**config.mk**
```make
export PLATFORM = sky130hd
export DESIGN_NAME = dmem_port_arbiter
export DESIGN_NICKNAME = d
export VERILOG_FILES = /design/src/rtl/dmem_port_arbiter.sv
export SDC_FILE = /design/constraint.sdc
export NUM_CORES = 1
export LEC_CHECK = 0
export BUFFER_PORTS_ARGS = -buffer_cell sky130_fd_sc_hd__buf_4
export CAP_MARGIN = 20
export CELL_PAD_IN_SITES_DETAIL_PLACEMENT = 1
export CELL_PAD_IN_SITES_GLOBAL_PLACEMENT = 2
export CORE_ASPECT_RATIO = 1.25
export CORE_MARGIN = 2
export CORE_UTILIZATION = 10
export CTS_BUF_LIST = sky130_fd_sc_hd__clkbuf_8 sky130_fd_sc_hd__clkbuf_16
export DETAILED_ROUTE_END_ITERATION = 10
export GPL_ROUTABILITY_DRIVEN = 0
export PLACE_DENSITY_LB_ADDON = 0.12
export SYNTH_ARGS = -nofsm -noshare
export SYNTH_HDL_FRONTEND = slang
export SYNTH_SLANG_ARGS = --single-unit
```
**constraint.sdc**
```tcl
create_clock -name clk_i -period 2.4 [get_ports clk_i]
set_input_delay 0.24 -clock clk_i [delete_from_list [all_inputs] [get_ports clk_i]]
set_output_delay 0.24 -clock clk_i [all_outputs]
set_load 0.05 [all_outputs]
```
**src/rtl/dmem_port_arbiter.sv**
```systemverilog
// dmem_port_arbiter
// Shares the core's single data-memory port between two masters.
//   m0 : load/store unit (priority master)
//   m1 : debug / DMA data master (guarded against starvation)
// Fixed priority goes to m0. m1 is forced through after M1_MAX_WAIT
// consecutive refused cycles. A master may lock the port so the two beats
// of a split misaligned access reach memory back-to-back. Load data comes
// back one cycle after the load beat and is steered to the issuing master.
//
// Ports
//   clk_i, reset_i          clock, synchronous active-high reset
//   mX_req_i/gnt_o          beat handshake (transfer on req & gnt)
//   mX_addr_i/data_i        word address and lane-aligned store data
//   mX_wmask_i/wen_i        byte mask, active-low write enable
//   mX_lock_i               next beat of this master must follow directly
//   mX_rvalid_o/rdata_o     load return (rdata always mirrors mem_data_i)
//   mem_*_o                 muxed memory beat, idle values when no grant
//   mem_data_i              memory read data, one cycle after a load beat
module dmem_port_arbiter #(
  parameter int unsigned M1_MAX_WAIT = 4
) (
  input  logic        clk_i,
  input  logic        reset_i,
  input  logic        m0_req_i,
  input  logic [31:0] m0_addr_i,
  input  logic [31:0] m0_data_i,
  input  logic [3:0]  m0_wmask_i,
  input  logic        m0_wen_i,
  input  logic        m0_lock_i,
  output logic        m0_gnt_o,
  output logic        m0_rvalid_o,
  output logic [31:0] m0_rdata_o,
  input  logic        m1_req_i,
  input  logic [31:0] m1_addr_i,
  input  logic [31:0] m1_data_i,
  input  logic [3:0]  m1_wmask_i,
  input  logic        m1_wen_i,
  input  logic        m1_lock_i,
  output logic        m1_gnt_o,
  output logic        m1_rvalid_o,
  output logic [31:0] m1_rdata_o,
  output logic        mem_req_o,
  output logic [31:0] mem_addr_o,
  output logic [31:0] mem_data_o,
  output logic [3:0]  mem_wmask_o,
  output logic        mem_wen_o,
  input  logic [31:0] mem_data_i
);

  localparam logic [3:0] MAX_WAIT = 4'(M1_MAX_WAIT);

  logic       lock_valid;
  logic       lock_owner;
  logic [3:0] wait_cnt;
  logic       rd_pending;
  logic       rd_owner;

  logic       owner_req;
  logic       lock_hold;
  logic       gnt0;
  logic       gnt1;
  logic       sel_lock;
  logic       sel_wen;

  // Grant decision. A live lock (owner still requesting) beats everything,
  // including the starvation guard; a lock whose owner dropped its request
  // is ignored for this cycle and normal priority applies. Reset blocks all
  // grants regardless of the registered state.
  always_comb begin
    gnt0      = 1'b0;
    gnt1      = 1'b0;
    owner_req = lock_owner ? m1_req_i : m0_req_i;
    lock_hold = lock_valid & owner_req;
    if (!reset_i) begin
      if (lock_hold) begin
        gnt0 = ~lock_owner;
        gnt1 = lock_owner;
      end else if (m1_req_i && (wait_cnt == MAX_WAIT)) begin
        gnt1 = 1'b1;
      end else if (m0_req_i) begin
        gnt0 = 1'b1;
      end else if (m1_req_i) begin
        gnt1 = 1'b1;
      end
    end
  end

  // Memory-side mux of the granted master's beat; idle values otherwise so
  // the memory never sees stale write strobes.
  always_comb begin
    mem_req_o   = 1'b0;
    mem_addr_o  = 32'd0;
    mem_data_o  = 32'd0;
    mem_wmask_o = 4'd0;
    mem_wen_o   = 1'b1;
    sel_lock    = 1'b0;
    sel_wen     = 1'b1;
    if (gnt0) begin
      mem_req_o   = 1'b1;
      mem_addr_o  = m0_addr_i;
      mem_data_o  = m0_data_i;
      mem_wmask_o = m0_wmask_i;
      mem_wen_o   = m0_wen_i;
      sel_lock    = m0_lock_i;
      sel_wen     = m0_wen_i;
    end else if (gnt1) begin
      mem_req_o   = 1'b1;
      mem_addr_o  = m1_addr_i;
      mem_data_o  = m1_data_i;
      mem_wmask_o = m1_wmask_i;
      mem_wen_o   = m1_wen_i;
      sel_lock    = m1_lock_i;
      sel_wen     = m1_wen_i;
    end
  end

  assign m0_gnt_o = gnt0;
  assign m1_gnt_o = gnt1;

  // Load return. The pending flag is masked while reset is held so a load
  // in flight at reset never produces a stray rvalid.
  assign m0_rvalid_o = ~reset_i & rd_pending & ~rd_owner;
  assign m1_rvalid_o = ~reset_i & rd_pending & rd_owner;
  assign m0_rdata_o  = mem_data_i;
  assign m1_rdata_o  = mem_data_i;

  // Registered arbitration state: lock tracking, m1 refusal counter and the
  // one-cycle read-return marker.
  always_ff @(posedge clk_i) begin
    if (reset_i) begin
      lock_valid <= 1'b0;
      lock_owner <= 1'b0;
      wait_cnt   <= 4'd0;
      rd_pending <= 1'b0;
      rd_owner   <= 1'b0;
    end else begin
      if (gnt0 || gnt1) begin
        lock_valid <= sel_lock;
        lock_owner <= gnt1;
      end else if (lock_valid && !owner_req) begin
        lock_valid <= 1'b0;
      end

      if (gnt1 || !m1_req_i) begin
        wait_cnt <= 4'd0;
      end else if (wait_cnt != MAX_WAIT) begin
        wait_cnt <= wait_cnt + 4'd1;
      end

      rd_pending <= (gnt0 || gnt1) && sel_wen;
      rd_owner   <= gnt1;
    end
  end

endmodule

```
==> flow_metrics.tcl <==
set metrics [dict create \
    start_util 0.101 \
    cts.hold.buffers_added 0 \
    row_count 53 \
    worst_ep_required_time_ns 2.16 \
    syn-num-nets 376 \
    diodes 0 \
    power.internal_uw 696 \
    yosys.area.top_type "a22o_1" \
    firstDrtPassIters 4 \
    cp_num_buf_inv 4 \
    fp.dieW_um 120 \
    hp-class "input port to flop" \
    viasPerCell 3.73 \
    first_iter_violations 57 \
    grt_pass1_vias 2311 \
    yosys-top-cells-count "a22o_1 (69), buf_4 (64), dfxtp_1 (8), buf_2 (7), buf_6 (7)" \
    final_antenna_net_count 0 \
    route.detailed.drc 0 \
    relSlewSlack 0.711 \
    num_vias 2132 \
    ios 314 \
    hold_violations 0 \
    crit_chain "inv_1 > ha_1 > and3b_4 > a211o_4 > clkinv_8 > clkbuf_16 > a22o_1 > buf_4" \
    h-tree-depth 1 \
    peakVddDrop_mv 0.165 \
    async_flop_share 0 \
    coreArea_um2 16600 \
    dp_slack_ns 0.223 \
    insertion_delay_ns 0.23 \
    fin_crit_sh 0.976 \
    setup_slack_ns 0.0587 \
    cp_max_fo 16 \
    fmax_ghz 0.427 \
    startpoint_type "flop" \
    fin_nets 531 \
    dieArea_um2 17900 \
    cts_buffers 3 \
    outcome "finished, final reports clean" \
    leakagePower_nw 1.67 \
    finalMaxSlewViolations 0 \
    grt_pass1_wl_um 13300 \
    grt_overflow 0 \
    switching_share 0.421 \
    critPathKind "flop to output port" \
    holdWs_ns 0.217 \
    pwr-share-clk 0.236 \
    dp_hpwl_um 7820 \
    synth_most_common_cell "a22o_1" \
    syn_area_per_cell_um2 8.52 \
    path_clk_slew_ns 0.04 \
    area_growth_pct 96.7 \
    critPathSlowestCell "a211o_4" \
    maxCapViolCount 0 \
    postSynthCellCount 198 \
    seq_area_frac_synth 0.0950 \
    utilization 0.199 \
    p_switching_uw 506 \
    critPathCaptureType "output port" \
    cts_tree "yes" \
    worstMarginPinSlew_ns 0.422 \
    ys_seq_elements 8 \
    grt_use_total 0.0963 \
    finalClockSkew_ns 0.00377 \
    setup_viol 0 \
    die_y_um 149 \
    synthDistinctLibCells 32 \
    cpPeakStageDelay_ns 0.38 \
    yosysTopAreaCellShare 0.358 \
    synth_warnings 0 \
    synth_edf_count 0 \
    clkSinkCount 8 \
    antenna_found_initial 0 \
    drive_above_1_share 0.687 \
    cts_max_path_buffers 2 \
    combPwrFrac 0.643 \
    period_minus_slack_ns 2.34 \
    power.density_nw_per_um2 362 \
    seq_power_share 0.120 \
    cts_root_buf "clkbuf_16" \
    grt_max_degree 35 \
    ys.flop_type "dfxtp_1" \
    syn_area_um2 1690 \
    critPathArrivalTime_ns 2.10 \
    wl_um 9800 \
    cp_top_family "buffers and inverters" \
    synth.area.top_cells "a22o_1 (36%), buf_4 (28%), dfxtp_1 (9.5%)" \
    wl_per_cell_um 17.2 \
    io_buffer_count 217 \
]
==> worst paths after layout <==
check	from	end	slack (ns)	cells after the start
worst max-delay path	wait_cnt[0]$_SDFFE_PP0P_	mem_addr_o[26]	0.06	8
worst min-delay path	reset_i	lock_valid$_SDFFE_PP0P_	0.22	2
worst max register to register	wait_cnt[0]$_SDFFE_PP0P_	rd_pending$_SDFF_PP0_	0.59	8
worst min register to register	wait_cnt[1]$_SDFFE_PP0P_	wait_cnt[1]$_SDFFE_PP0P_	0.47	2
==> worst register-to-register path: cells and delay by family (launching register included) <==
| kind | cells | cell delay, ns |
|---|---|---|
| buf+inv | 4 | 0.49 |
| compound gates | 2 | 0.49 |
| fa+ha+maj | 1 | 0.21 |
| simple gates | 1 | 0.21 |
| flops | 1 | 0.35 |
==> power by group through the flow <==
stage                     registers [mW]  clock network, mW  logic [mW]
after floorplan                    0.145                  0       0.698
after global placement             0.147                  0       0.750
after detailed placement           0.146                  0       0.749
after CTS                          0.144              0.289       0.755
after global routing               0.145              0.295       0.816
final                              0.144              0.284       0.773
==> sequential cells by signal, indices dropped and copies added, names as in the netlist <==
name,flops
lock_owner,1
lock_valid,1
rd_owner,1
rd_pending,1
wait_cnt,4
==> metrics by stage <==
step	total power, mW	TNS (ns)	cells	instance area [µm²]
floorplan	0.843	0	198	1690
global placement	0.897	0	564	3100
detailed placement	0.896	0	564	3100
CTS	1.19	0	567	3190
global route	1.26	-0.00839	571	3320
finish	1.20	0	571	3320
==> what timing repair did <==
| item | CTS | global route |
|---|---|---|
| gates resized for setup | 3 | 13 |
| buffers inserted | 0 | 1 |
| gates cloned | 0 | 3 |
| endpoints found under the setup margin | 2 | 65 |
| endpoints found under the hold margin | 0 | 0 |
==> logic make-up (layout without fill, tap and decap cells) <==
| group | Yosys count | count (layout) | synth area share |
|---|---|---|---|
| XOR/XNOR | 2 | 2 | 0.0104 |
| flip-flops | 8 | 8 | 0.0950 |
| AO/OA/AOI/OAI | 81 | 81 | 0.420 |
| multiplexers | 2 | 2 | 0.0126 |
| adder cells (fa/ha/maj) | 2 | 2 | 0.0148 |
| AND/OR/NAND/NOR | 19 | 19 | 0.0786 |
| buffers and inverters | 84 | 237 | 0.369 |
==> layer usage <==
layer,up-vias,track usage,part of all wire
met5,-,0,0
met4,0,0.0171,0.0071
met3,8,0.0371,0.10
met2,118,0.199,0.58
met1,1012,0.0877,0.31
li1,994,-,-
==> layout by cell type, fill, tap and decap left out, types with 2 or more instances in the layout <==
master       n
a21oi_1      3
a22o_1      68
and3_1       2
buf_12       2
buf_16       2
buf_4      212
buf_6       10
clkbuf_16    5
dfxtp_1      7
ha_1         2
inv_1        5
nand2_1      3
nand2b_1     3
nor2_1       3
nor2b_1      2
xnor2_1      2
==> area by class of cell <==
type                       count  area (µm²)
tap                          220         275
fill                        1960       13300
clock buffer                   3        75.1
timing repair buffer         228        1850
sequential                     8         161
inverter                       6        35.0
multi-input combinational    106         921
No activity file was read; power rests on OpenSTA's default activity.
